File: config.mk
export PLATFORM = sky130hd
export DESIGN_NAME = aes_req_arbiter_flat
export DESIGN_NICKNAME = d
export VERILOG_FILES = /design/src/rtl/aes_req_arbiter_if.sv /design/src/rtl/aes_req_arbiter.sv /design/src/flat_wrapper.sv
export SDC_FILE = /design/constraint.sdc
export NUM_CORES = 1
export LEC_CHECK = 0
export ABC_AREA = 1
export BUFFER_PORTS_ARGS = -buffer_cell sky130_fd_sc_hd__clkbuf_2
export CAP_MARGIN = 20
export CORE_AREA = 2 2 308 310
export DETAILED_ROUTE_END_ITERATION = 10
export DIE_AREA = 0 0 310 312
export PLACE_DENSITY_LB_ADDON = 0.1
export SYNTH_ARGS = -nofsm -noshare
export SYNTH_HDL_FRONTEND = slang
export SYNTH_SLANG_ARGS = --single-unit
File: constraint.sdc
create_clock -name clk -period 4 [get_ports clk]
set_clock_uncertainty 0.15 [all_clocks]
set_input_delay 0.6 -clock clk [delete_from_list [all_inputs] [get_ports clk]]
set_output_delay 0.6 -clock clk [all_outputs]
set_load 0.1 [all_outputs]
File: src/rtl/aes_req_arbiter_if.sv
// aes_req_arbiter_if: requester, response and AES engine signals of the shared-engine arbiter.
interface aes_req_arbiter_if;
    logic         req0_valid, req0_enc_dec, req0_grant;
    logic [127:0] req0_data;
    logic         req1_valid, req1_enc_dec, req1_grant;
    logic [127:0] req1_data;
    logic         rsp0_valid, rsp1_valid;
    logic [127:0] rsp0_data, rsp1_data;
    logic         ks_busy;
    logic         enc_dec, is_valid, aes_ready, aes_busy, err;
    logic [127:0] aes_in, aes_out;

    modport slave (
        input  req0_valid, req0_enc_dec, req0_data, req1_valid, req1_enc_dec, req1_data,
               ks_busy, aes_ready, aes_busy, aes_out,
        output req0_grant, req1_grant, rsp0_valid, rsp0_data, rsp1_valid, rsp1_data,
               enc_dec, is_valid, aes_in, err
    );
    modport master (
        output req0_valid, req0_enc_dec, req0_data, req1_valid, req1_enc_dec, req1_data,
               ks_busy, aes_ready, aes_busy, aes_out,
        input  req0_grant, req1_grant, rsp0_valid, rsp0_data, rsp1_valid, rsp1_data,
               enc_dec, is_valid, aes_in, err
    );
endinterface

File: src/rtl/aes_req_arbiter.sv
// aes_req_arbiter: round-robin sharing of one AES engine between the tweak (0) and data (1) paths.
// The engine is drained before any direction change; a tag FIFO routes in-order results to the issuer.
module aes_req_arbiter #(
    parameter int TAG_DEPTH = 4,
    parameter int CNT_W     = 3
) (
    input logic              clk,
    input logic              n_rst,
    aes_req_arbiter_if.slave bus
);
    localparam int PW = (TAG_DEPTH > 1) ? $clog2(TAG_DEPTH) : 1;

    typedef enum logic [1:0] {IDLE, ACTIVE, DRAIN} state_t;

    state_t               r_state;
    logic [CNT_W-1:0]     r_cnt;
    logic [PW-1:0]        r_wr_ptr, r_rd_ptr;
    logic [TAG_DEPTH-1:0] r_tag;
    logic                 r_rr_ptr, r_cur_dir, r_err;
    logic                 r_rsp0_valid, r_rsp1_valid;
    logic [127:0]         r_rsp0_data, r_rsp1_data;

    logic             w_open, w_elig0, w_elig1, w_sel0, w_sel1;
    logic             w_issue, w_pop, w_head, w_block;
    logic [CNT_W-1:0] w_cnt_nxt;

    function automatic logic [PW-1:0] ptr_inc(input logic [PW-1:0] p);
        return (p == PW'(TAG_DEPTH - 1)) ? '0 : p + 1'b1;
    endfunction

    // A mixed-direction request may only join an empty engine.
    assign w_open  = n_rst && !bus.ks_busy && (r_cnt < CNT_W'(TAG_DEPTH)) && (r_state != DRAIN);
    assign w_elig0 = w_open && bus.req0_valid && (r_cnt == '0 || bus.req0_enc_dec == r_cur_dir);
    assign w_elig1 = w_open && bus.req1_valid && (r_cnt == '0 || bus.req1_enc_dec == r_cur_dir);
    assign w_sel0  = w_elig0 && (!w_elig1 || !r_rr_ptr);
    assign w_sel1  = w_elig1 && (!w_elig0 || r_rr_ptr);

    assign w_issue   = (w_sel0 || w_sel1) && !bus.aes_busy;
    assign w_pop     = bus.aes_ready && (r_cnt != '0);
    assign w_head    = r_tag[r_rd_ptr];
    assign w_block   = !bus.ks_busy && ((bus.req0_valid && bus.req0_enc_dec != r_cur_dir) ||
                                        (bus.req1_valid && bus.req1_enc_dec != r_cur_dir));
    assign w_cnt_nxt = r_cnt + CNT_W'(w_issue) - CNT_W'(w_pop);

    assign bus.is_valid   = w_sel0 || w_sel1;
    assign bus.enc_dec    = (w_sel0 && bus.req0_enc_dec) || (w_sel1 && bus.req1_enc_dec);
    assign bus.aes_in     = w_sel1 ? bus.req1_data : (w_sel0 ? bus.req0_data : '0);
    assign bus.req0_grant = w_issue && w_sel0;
    assign bus.req1_grant = w_issue && w_sel1;
    assign bus.rsp0_valid = r_rsp0_valid;
    assign bus.rsp1_valid = r_rsp1_valid;
    assign bus.rsp0_data  = r_rsp0_data;
    assign bus.rsp1_data  = r_rsp1_data;
    assign bus.err        = r_err;

    always_ff @(posedge clk or negedge n_rst) begin
        if (!n_rst) begin
            r_state      <= IDLE;
            r_cnt        <= '0;
            r_wr_ptr     <= '0;
            r_rd_ptr     <= '0;
            r_tag        <= '0;
            r_rr_ptr     <= 1'b0;
            r_cur_dir    <= 1'b0;
            r_err        <= 1'b0;
            r_rsp0_valid <= 1'b0;
            r_rsp1_valid <= 1'b0;
            r_rsp0_data  <= '0;
            r_rsp1_data  <= '0;
        end else begin
            if (w_issue) begin
                r_tag[r_wr_ptr] <= w_sel1;
                r_wr_ptr        <= ptr_inc(r_wr_ptr);
                r_cur_dir       <= bus.enc_dec;
                r_rr_ptr        <= !w_sel1;
            end
            if (w_pop) r_rd_ptr <= ptr_inc(r_rd_ptr);
            if (w_pop && !w_head) r_rsp0_data <= bus.aes_out;
            if (w_pop && w_head) r_rsp1_data <= bus.aes_out;
            if (bus.aes_ready && r_cnt == '0) r_err <= 1'b1;
            r_cnt        <= w_cnt_nxt;
            r_rsp0_valid <= w_pop && !w_head;
            r_rsp1_valid <= w_pop && w_head;
            // A blocked opposite-direction request wins over returning to IDLE.
            case (r_state)
                IDLE:    r_state <= w_issue ? ACTIVE : IDLE;
                ACTIVE:  r_state <= w_block ? DRAIN : (w_cnt_nxt == '0 ? IDLE : ACTIVE);
                DRAIN:   r_state <= (w_cnt_nxt == '0) ? IDLE : DRAIN;
                default: r_state <= IDLE;
            endcase
        end
    end
endmodule

File: src/flat_wrapper.sv
// flat-port wrapper written by rule: the top's interface ports become plain ports
module aes_req_arbiter_flat 
#(
    parameter int TAG_DEPTH = 4,
    parameter int CNT_W     = 3
)
  (clk, n_rst, bus_req0_valid, bus_req0_enc_dec, bus_req0_data, bus_req1_valid, bus_req1_enc_dec, bus_req1_data, bus_ks_busy, bus_aes_ready, bus_aes_busy, bus_aes_out, bus_req0_grant, bus_req1_grant, bus_rsp0_valid, bus_rsp0_data, bus_rsp1_valid, bus_rsp1_data, bus_enc_dec, bus_is_valid, bus_aes_in, bus_err);
  aes_req_arbiter_if bus_i ();
  input logic clk;
  input logic n_rst;
  input wire logic [$bits(bus_i.req0_valid)-1:0] bus_req0_valid;
  input wire logic [$bits(bus_i.req0_enc_dec)-1:0] bus_req0_enc_dec;
  input wire logic [$bits(bus_i.req0_data)-1:0] bus_req0_data;
  input wire logic [$bits(bus_i.req1_valid)-1:0] bus_req1_valid;
  input wire logic [$bits(bus_i.req1_enc_dec)-1:0] bus_req1_enc_dec;
  input wire logic [$bits(bus_i.req1_data)-1:0] bus_req1_data;
  input wire logic [$bits(bus_i.ks_busy)-1:0] bus_ks_busy;
  input wire logic [$bits(bus_i.aes_ready)-1:0] bus_aes_ready;
  input wire logic [$bits(bus_i.aes_busy)-1:0] bus_aes_busy;
  input wire logic [$bits(bus_i.aes_out)-1:0] bus_aes_out;
  output wire logic [$bits(bus_i.req0_grant)-1:0] bus_req0_grant;
  output wire logic [$bits(bus_i.req1_grant)-1:0] bus_req1_grant;
  output wire logic [$bits(bus_i.rsp0_valid)-1:0] bus_rsp0_valid;
  output wire logic [$bits(bus_i.rsp0_data)-1:0] bus_rsp0_data;
  output wire logic [$bits(bus_i.rsp1_valid)-1:0] bus_rsp1_valid;
  output wire logic [$bits(bus_i.rsp1_data)-1:0] bus_rsp1_data;
  output wire logic [$bits(bus_i.enc_dec)-1:0] bus_enc_dec;
  output wire logic [$bits(bus_i.is_valid)-1:0] bus_is_valid;
  output wire logic [$bits(bus_i.aes_in)-1:0] bus_aes_in;
  output wire logic [$bits(bus_i.err)-1:0] bus_err;
  assign bus_i.req0_valid = bus_req0_valid;
  assign bus_i.req0_enc_dec = bus_req0_enc_dec;
  assign bus_i.req0_data = bus_req0_data;
  assign bus_i.req1_valid = bus_req1_valid;
  assign bus_i.req1_enc_dec = bus_req1_enc_dec;
  assign bus_i.req1_data = bus_req1_data;
  assign bus_i.ks_busy = bus_ks_busy;
  assign bus_i.aes_ready = bus_aes_ready;
  assign bus_i.aes_busy = bus_aes_busy;
  assign bus_i.aes_out = bus_aes_out;
  assign bus_req0_grant = bus_i.req0_grant;
  assign bus_req1_grant = bus_i.req1_grant;
  assign bus_rsp0_valid = bus_i.rsp0_valid;
  assign bus_rsp0_data = bus_i.rsp0_data;
  assign bus_rsp1_valid = bus_i.rsp1_valid;
  assign bus_rsp1_data = bus_i.rsp1_data;
  assign bus_enc_dec = bus_i.enc_dec;
  assign bus_is_valid = bus_i.is_valid;
  assign bus_aes_in = bus_i.aes_in;
  assign bus_err = bus_i.err;
  aes_req_arbiter #(.TAG_DEPTH(TAG_DEPTH), .CNT_W(CNT_W)) u_core (.clk(clk), .n_rst(n_rst), .bus(bus_i));
endmodule
Word-level counts from Yosys, hierarchy flattened
Index checks and enable logic that the tools add are counted.
{ "word_totals": {"word_cells": 83, "out_inout_bits": 391, "ff_bits": 274} }
{ "classes": {"n_eq_ne": 9, "reduce_logical": 40, "magnitude_cmp": 4, "add_sub_neg": 4, "mux": 14} }
{ "op_table": {"columns": ["op", "n"], "rows": [
  ["$mux 128", 2],
  ["$logic_and 1x1->1", 22],
  ["$mux 2", 4],
  ["$logic_not 1->1", 7],
  ["$logic_or 1x1->1", 7],
  ["$eq 2x2->1 const B", 3],
  ["$logic_not 3->1", 2],
  ["$lt 2x3->1 const B", 2],
  ["$pmux 2 s3", 1],
  ["$add 2x1->2 const B", 2],
  ["$bwmux 4", 1],
  ["$mux 1", 4],
  ["$add 3x1->3", 1],
  ["$lt 3x3->1 const B", 1],
  ["$reduce_bool 3->1", 1],
  ["$sub 3x1->3", 1],
  ["$bmux 1 s2", 1],
  ["$demux 1 s2", 1],
  ["$eq 1x1->1", 2],
  ["$eq 2x1->1 const B", 1],
  ["$ge 2x1->1 const B", 1],
  ["$logic_not 2->1", 1],
  ["$ne 1x1->1", 2],
  ["$ne 2x2->1 const B", 1]
]} }

Logic depth before layout (Yosys ltp)
{ "logic_depth": {"word_depth": 17, "ltp_mapped": 16, "depth_no_buf": 16} }

Worst setup path before layout
Ideal clock, no wire load.
{ "synth_path": {"path_kind": "input-to-reg", "startpoint": "input bus_ks_busy", "endpoint": "register u_core.r_state[0]", "stages": 15, "slack_ns": 0.525, "path_buffers": 0, "arrival_ns": 3.194, "cell_sequence": "nor2_1 nand3_1 nor2_1 nand2_1 nand2_1 nand2_1 inv_2 ha_1 inv_1 fa_1 xor2_1 xor2_1 nand2_1 nand3_1 o21ai_0"} }
{ "synth_between": {"elab_chain_len": 17} }
{ "synth_rtl": {"columns": ["item", "line", "text"], "rows": [
  ["start: declaration", "flat_wrapper.sv:17", "input wire logic [$bits(bus_i.ks_busy)-1:0] bus_ks_busy;"],
  ["$logic_not 1->1 *", "aes_req_arbiter.sv:32", "assign w_open = n_rst && !bus.ks_busy && (r_cnt < CNT_W'(TAG_DEPTH)) && (r_state != DRAIN);"],
  ["$logic_and 1x1->1 * (3 in a row)", "aes_req_arbiter.sv:32", null],
  ["$logic_and 1x1->1, on equally long branches (2 in a row)", "aes_req_arbiter.sv:34, aes_req_arbiter.sv:33", null],
  ["$logic_not 1->1, on equally long branches", "aes_req_arbiter.sv:35, aes_req_arbiter.sv:36", null],
  ["$logic_or 1x1->1, on equally long branches", "aes_req_arbiter.sv:35, aes_req_arbiter.sv:36", null],
  ["$logic_and 1x1->1, on equally long branches", "aes_req_arbiter.sv:35, aes_req_arbiter.sv:36", null],
  ["$logic_or 1x1->1 *", null, null],
  ["via bus_is_valid", "flat_wrapper.sv:28", "output wire logic [$bits(bus_i.is_valid)-1:0] bus_is_valid;"],
  ["$logic_and 1x1->1 *", "aes_req_arbiter.sv:38", "assign w_issue = (w_sel0 || w_sel1) && !bus.aes_busy;"],
  ["via u_core.w_issue", "aes_req_arbiter.sv:24", "logic w_issue, w_pop, w_head, w_block;"],
  ["$add 3x1->3", "aes_req_arbiter.sv:43", "assign w_cnt_nxt = r_cnt + CNT_W'(w_issue) - CNT_W'(w_pop);"],
  ["$sub 3x1->3", "aes_req_arbiter.sv:43", null],
  ["$logic_not 3->1", "aes_req_arbiter.sv:87", "ACTIVE: r_state <= w_block ? DRAIN : (w_cnt_nxt == '0 ? IDLE : ACTIVE);"],
  ["$mux 1", "aes_req_arbiter.sv:87", null],
  ["$mux 2", "aes_req_arbiter.sv:87", null],
  ["$pmux 2 s3 *", "aes_req_arbiter.sv:85", "case (r_state)"],
  ["end signal: assignment", "aes_req_arbiter.sv:86", "IDLE: r_state <= w_issue ? ACTIVE : IDLE;"],
  ["end signal: assignment", "aes_req_arbiter.sv:87", null],
  ["end signal: assignment", "aes_req_arbiter.sv:88", "DRAIN: r_state <= (w_cnt_nxt == '0) ? IDLE : DRAIN;"],
  ["end: declaration", "aes_req_arbiter.sv:15", "state_t r_state;"]
]} }
The timed path passes the listed nets; every way through them passes the cells marked *.
A chain may end at the register's enable or synchronous reset.

Worst setup path after layout
{ "layout_path": {"startpoint": "input n_rst", "endpoint": "output bus_aes_in[76]"} }
{ "layout_between": {"elab_chain_len": 10} }
{ "layout_rtl": {"columns": ["item", "line", "text"], "rows": [
  ["start: declaration", "flat_wrapper.sv:10", "input logic n_rst;"],
  ["$logic_and 1x1->1 * (3 in a row)", "aes_req_arbiter.sv:32", null],
  ["$logic_and 1x1->1 (2 in a row)", "aes_req_arbiter.sv:34", "assign w_elig1 = w_open && bus.req1_valid && (r_cnt == '0 || bus.req1_enc_dec == r_cur_dir);"],
  ["$logic_not 1->1", "aes_req_arbiter.sv:35", "assign w_sel0 = w_elig0 && (!w_elig1 || !r_rr_ptr);"],
  ["$logic_or 1x1->1", "aes_req_arbiter.sv:35", null],
  ["$logic_and 1x1->1", "aes_req_arbiter.sv:35", null],
  ["$mux 128", "aes_req_arbiter.sv:47", "assign bus.aes_in = w_sel1 ? bus.req1_data : (w_sel0 ? bus.req0_data : '0);"],
  ["$mux 128 *", "aes_req_arbiter.sv:47", null],
  ["end: declaration", "flat_wrapper.sv:29", "output wire logic [$bits(bus_i.aes_in)-1:0] bus_aes_in;"]
]} }
Mark *: on every way between the ends. The rest lies on a longest branch, timed or not.

==> impl_summary.md <==
Clocking
The H-tree was split into 2 levels. The clock tree from TritonCTS is yes. The tree is rooted in a sky130_fd_sc_hd__clkbuf_16. The number of clock buffers added by TritonCTS is 35. The clock passes through at most 3 buffers. The clock transition at the registers of the reported paths is 0.06 ns. For the worst-skew pair, the clock arrives at the later sink with an insertion delay of 0.54 ns. The clock drives 274 sinks.

Worst setup path
The number of cells on the worst reg-to-reg path is 15. The arrival time of data at the critical path endpoint is 2.90 ns. Of all nets on the critical path, the largest fanout is 57. The register-to-register setup slack is 1.03 ns. The data required time at the worst endpoint is 3.25 ns. The worst flop-to-flop path endpoint is u_core.r_state[0]. In this run the critical register-to-register path is launched from u_core.r_cnt[1]. The path type of the worst setup path is in2out. The sort of element at the start of the critical path is an input port. The worst setup path is captured at a primary output.

Floorplan
In this run the horizontal extent of the chip is 310 um. From bottom edge to top edge, the die measures 312 um. The floorplan die area is 0.0967 mm2. The placeable core region is 0.0930 mm2. The starting utilization of the core area is 13.3%. 784 I/O pins were placed.

The number of core rows is 112.

Synth
The number of warnings printed during yosys synthesis is 0. The synthesized instance count is 1517. The number of nets in the synthesized netlist is 1918. The synthesis-stage register bit count is 274. For this run, the register share of the synthesized area comes to 55.5%. The synthesized netlist occupies a cell area of 0.0123 mm2. The number of unique standard cell types used by synthesis is 24. The mean post-synth cell area is 8.14 um2. The top cell type's share of synthesized area is 55.5%.

The leading area contributor after synthesis is sky130_fd_sc_hd__dfrtp_1. Sorting the synthesized cells by area gives the leading types as sky130_fd_sc_hd__dfrtp_1 (56%), sky130_fd_sc_hd__nand2_1 (17%), sky130_fd_sc_hd__o21ai_0 (8.9%), sky130_fd_sc_hd__nand3_1 (5.8%), sky130_fd_sc_hd__inv_1 (4.4%).

Timing
The upper clock frequency limit is 0.274 GHz. The final hold violation count is 0. Counting I/O delays and the setup requirement, the final critical path takes 3.65 ns. Setup repair after global routing left no endpoint under its margin. The final max-slew violation count is 0. The worst max-slew margin expressed relative to the limit is 38.1%. The final sum of negative setup slack is 0 ns. The final-report setup violation count is 0. The transition time at the pin with the least slew margin is 0.928 ns. The final worst-path cycle share is 91.2%.

Global routing
The global-route usage over all layers is 12.8%. Entering global routing, the biggest net connects 91 pins. The via count of the first global-routing pass is 13600. The leftover overflow at the end of global routing is 0. The number of antenna violations at the first check in global routing was 25. The first global-routing pass estimated 93.1 mm of wire.

Hold path
The worst hold path terminates at u_core.bus.rsp0_data[107]. The startpoint identified for the worst hold timing path is bus_aes_out[107]. The min-delay analysis places its worst path in the category in2reg. The worst hold path was traced through 3 stages.

Job
The number of maximum-capacitance constraint violations is 0.

Routing
Before antenna repair, the detailed router went through 5 iterations. The initial DRC count is 595. The total number of vias is 12900. In this run the remaining antenna-violating nets after routing total 0. The total routed wirelength is 64.4 mm.

The mean routed wirelength per cell is 18.1 um. The number of vias per cell after detailed routing is 3.63. The DRC violation count after routing is 0.

Cells and area
Fill cells in the final layout number 10500. The area added between synthesis and finish is 68.5%. Cells with a size suffix above 1 make up 38.2% of the layout. The number of nets in the layout is 2669.

Status
The run finished with clean final reports.

Place
Input and output buffers added on the ports amount to 783. The routability congestion estimate from global placement is 0.895. The detailed placer's ending HPWL is 51.6 mm.
-- logic make-up (layout without fill, tap and decap cells) --
kind of cell / count (synthesis) / in the layout / synth area share [%]
AND/OR/NAND/NOR: 717 / 717 / 23.5
flip-flops: 274 / 274 / 55.5
AO/OA/AOI/OAI: 265 / 265 / 10.8
buffers and inverters: 251 / 1022 / 9.16
adder cells (fa/ha/maj): 8 / 8 / 0.872
XOR/XNOR: 2 / 2 / 0.142
other: 0 / 10 / 0
-- per-layer routing --
metal | vias up | share of wire [%] | global-route usage, %
met3 | 103 | 10 | 5.53
met1 | 5917 | 36 | 13.3
met2 | 541 | 51 | 23.1
li1 | 6307 | - | -
met4 | 16 | 2.7 | 4.02
met5 | - | 0.16 | 0
-- layout by cell type, fill, tap and decap left out, types with 8 or more instances in the layout --
master	instances
sky130_fd_sc_hd__nand3_1	141
sky130_fd_sc_hd__clkbuf_2	650
sky130_fd_sc_hd__clkbuf_16	35
sky130_fd_sc_hd__nand2_1	555
sky130_fd_sc_hd__buf_12	142
sky130_fd_sc_hd__buf_4	18
sky130_fd_sc_hd__inv_1	145
sky130_fd_sc_hd__dfrtp_1	274
sky130_fd_sc_hd__clkbuf_1	8
sky130_fd_sc_hd__nor2_1	10
sky130_fd_sc_hd__diode_2	10
sky130_fd_sc_hd__o21ai_0	220
sky130_fd_sc_hd__o21ai_1	42
-- sequential cells by signal, summed over array words and instances (netlist names) --
register,cells
u_core.bus.rsp1_valid,1
u_core.r_rr_ptr,1
u_core.bus.err,1
u_core.r_tag,4
u_core.r_cnt,3
u_core.bus.rsp0_data,128
u_core.r_state,2
u_core.bus.rsp0_valid,1
u_core.bus.rsp1_data,128
u_core.r_wr_ptr,2
u_core.r_cur_dir,1
u_core.r_rd_ptr,2
-- worst max-delay path by stage --
stage | from | endpoint | cells past startpoint
2_1_floorplan | bus_ks_busy | u_core.r_state[0] | 15
3_3_place_gp | bus_ks_busy | bus_aes_in[37] | 10
3_5_place_dp | bus_ks_busy | bus_aes_in[37] | 10
4_1_cts | n_rst | bus_aes_in[37] | 10
5_1_grt | u_core.r_cnt[1] | bus_aes_in[98] | 11
6_report | n_rst | bus_aes_in[76] | 11
-- cell type report --
| class | count | area (um2) | share of cell area [%] |
|---|---|---|---|
| clock buffer | 50 | 1000 | 4.82 |
| inverter | 153 | 582 | 2.80 |
| clock inverter | 7 | 123 | 0.590 |
| antenna | 10 | 25.0 | 0.120 |
| sequential | 274 | 6860 | 33.0 |
| tap | 1254 | 1570 | 7.54 |
| timing repair buffer | 812 | 6260 | 30.1 |
| multi-input combinational | 992 | 4380 | 21.1 |
-- cell usage after synthesis --
cell and instances:
sky130_fd_sc_hd__ha_1 7, sky130_fd_sc_hd__buf_6 13, sky130_fd_sc_hd__inv_1 145, sky130_fd_sc_hd__nand2_1 555, sky130_fd_sc_hd__clkbuf_1 32, sky130_fd_sc_hd__buf_4 10
sky130_fd_sc_hd__inv_2 7, sky130_fd_sc_hd__clkbuf_2 12, sky130_fd_sc_hd__clkinv_1 1, sky130_fd_sc_hd__dfrtp_1 274, sky130_fd_sc_hd__nand4_1 4, sky130_fd_sc_hd__fa_1 1
sky130_fd_sc_hd__buf_2 31, sky130_fd_sc_hd__a21oi_1 1, sky130_fd_sc_hd__nor2_4 1, sky130_fd_sc_hd__xor2_1 2, sky130_fd_sc_hd__o21ai_1 42, sky130_fd_sc_hd__nand2_2 2
sky130_fd_sc_hd__nor2_2 3, sky130_fd_sc_hd__a31o_2 1, sky130_fd_sc_hd__o31ai_1 1, sky130_fd_sc_hd__nand3_1 142, sky130_fd_sc_hd__nor2_1 10, sky130_fd_sc_hd__o21ai_0 220
-- worst max-delay path, cell delays in order --
cell and delay [ns]:
sky130_fd_sc_hd__dlygate4sd3_1 0.58, sky130_fd_sc_hd__buf_8 0.17, sky130_fd_sc_hd__nand3_1 0.14, sky130_fd_sc_hd__nor2_2 0.16
sky130_fd_sc_hd__nand2_1 0.12, sky130_fd_sc_hd__inv_4 0.26, sky130_fd_sc_hd__buf_12 0.29, sky130_fd_sc_hd__buf_4 0.19
sky130_fd_sc_hd__nand2_1 0.05, sky130_fd_sc_hd__nand2_1 0.10, sky130_fd_sc_hd__buf_12 0.18
-- stage by stage --
stage | instances | worst slack, ns | util, % | instance area (um2) | hold slack (ns)
2_1_floorplan | 1517 | 0.525 | - | 12300 | 0.154
3_3_place_gp | 3480 | 0.617 | 21.0 | 19600 | 0.279
3_5_place_dp | 3480 | 0.617 | 21.0 | 19600 | 0.275
4_1_cts | 3538 | 0.0543 | 22.3 | 20700 | 0.103
5_1_grt | 3550 | 0.170 | 22.3 | 20800 | 0.122
6_report | 3552 | 0.351 | 22.3 | 20800 | 0.150
-- timing repair --
action	4_1_cts	5_1_grt
hold buffers	1	0
endpoints found under the hold margin	2	0
setup buffers	0	4
gates resized for setup	0	1
setup endpoints to repair	0	6
Power is left out: the tool's default activity adds up to more than one toggle a clock period on the data nets, which glitch-free logic cannot reach.
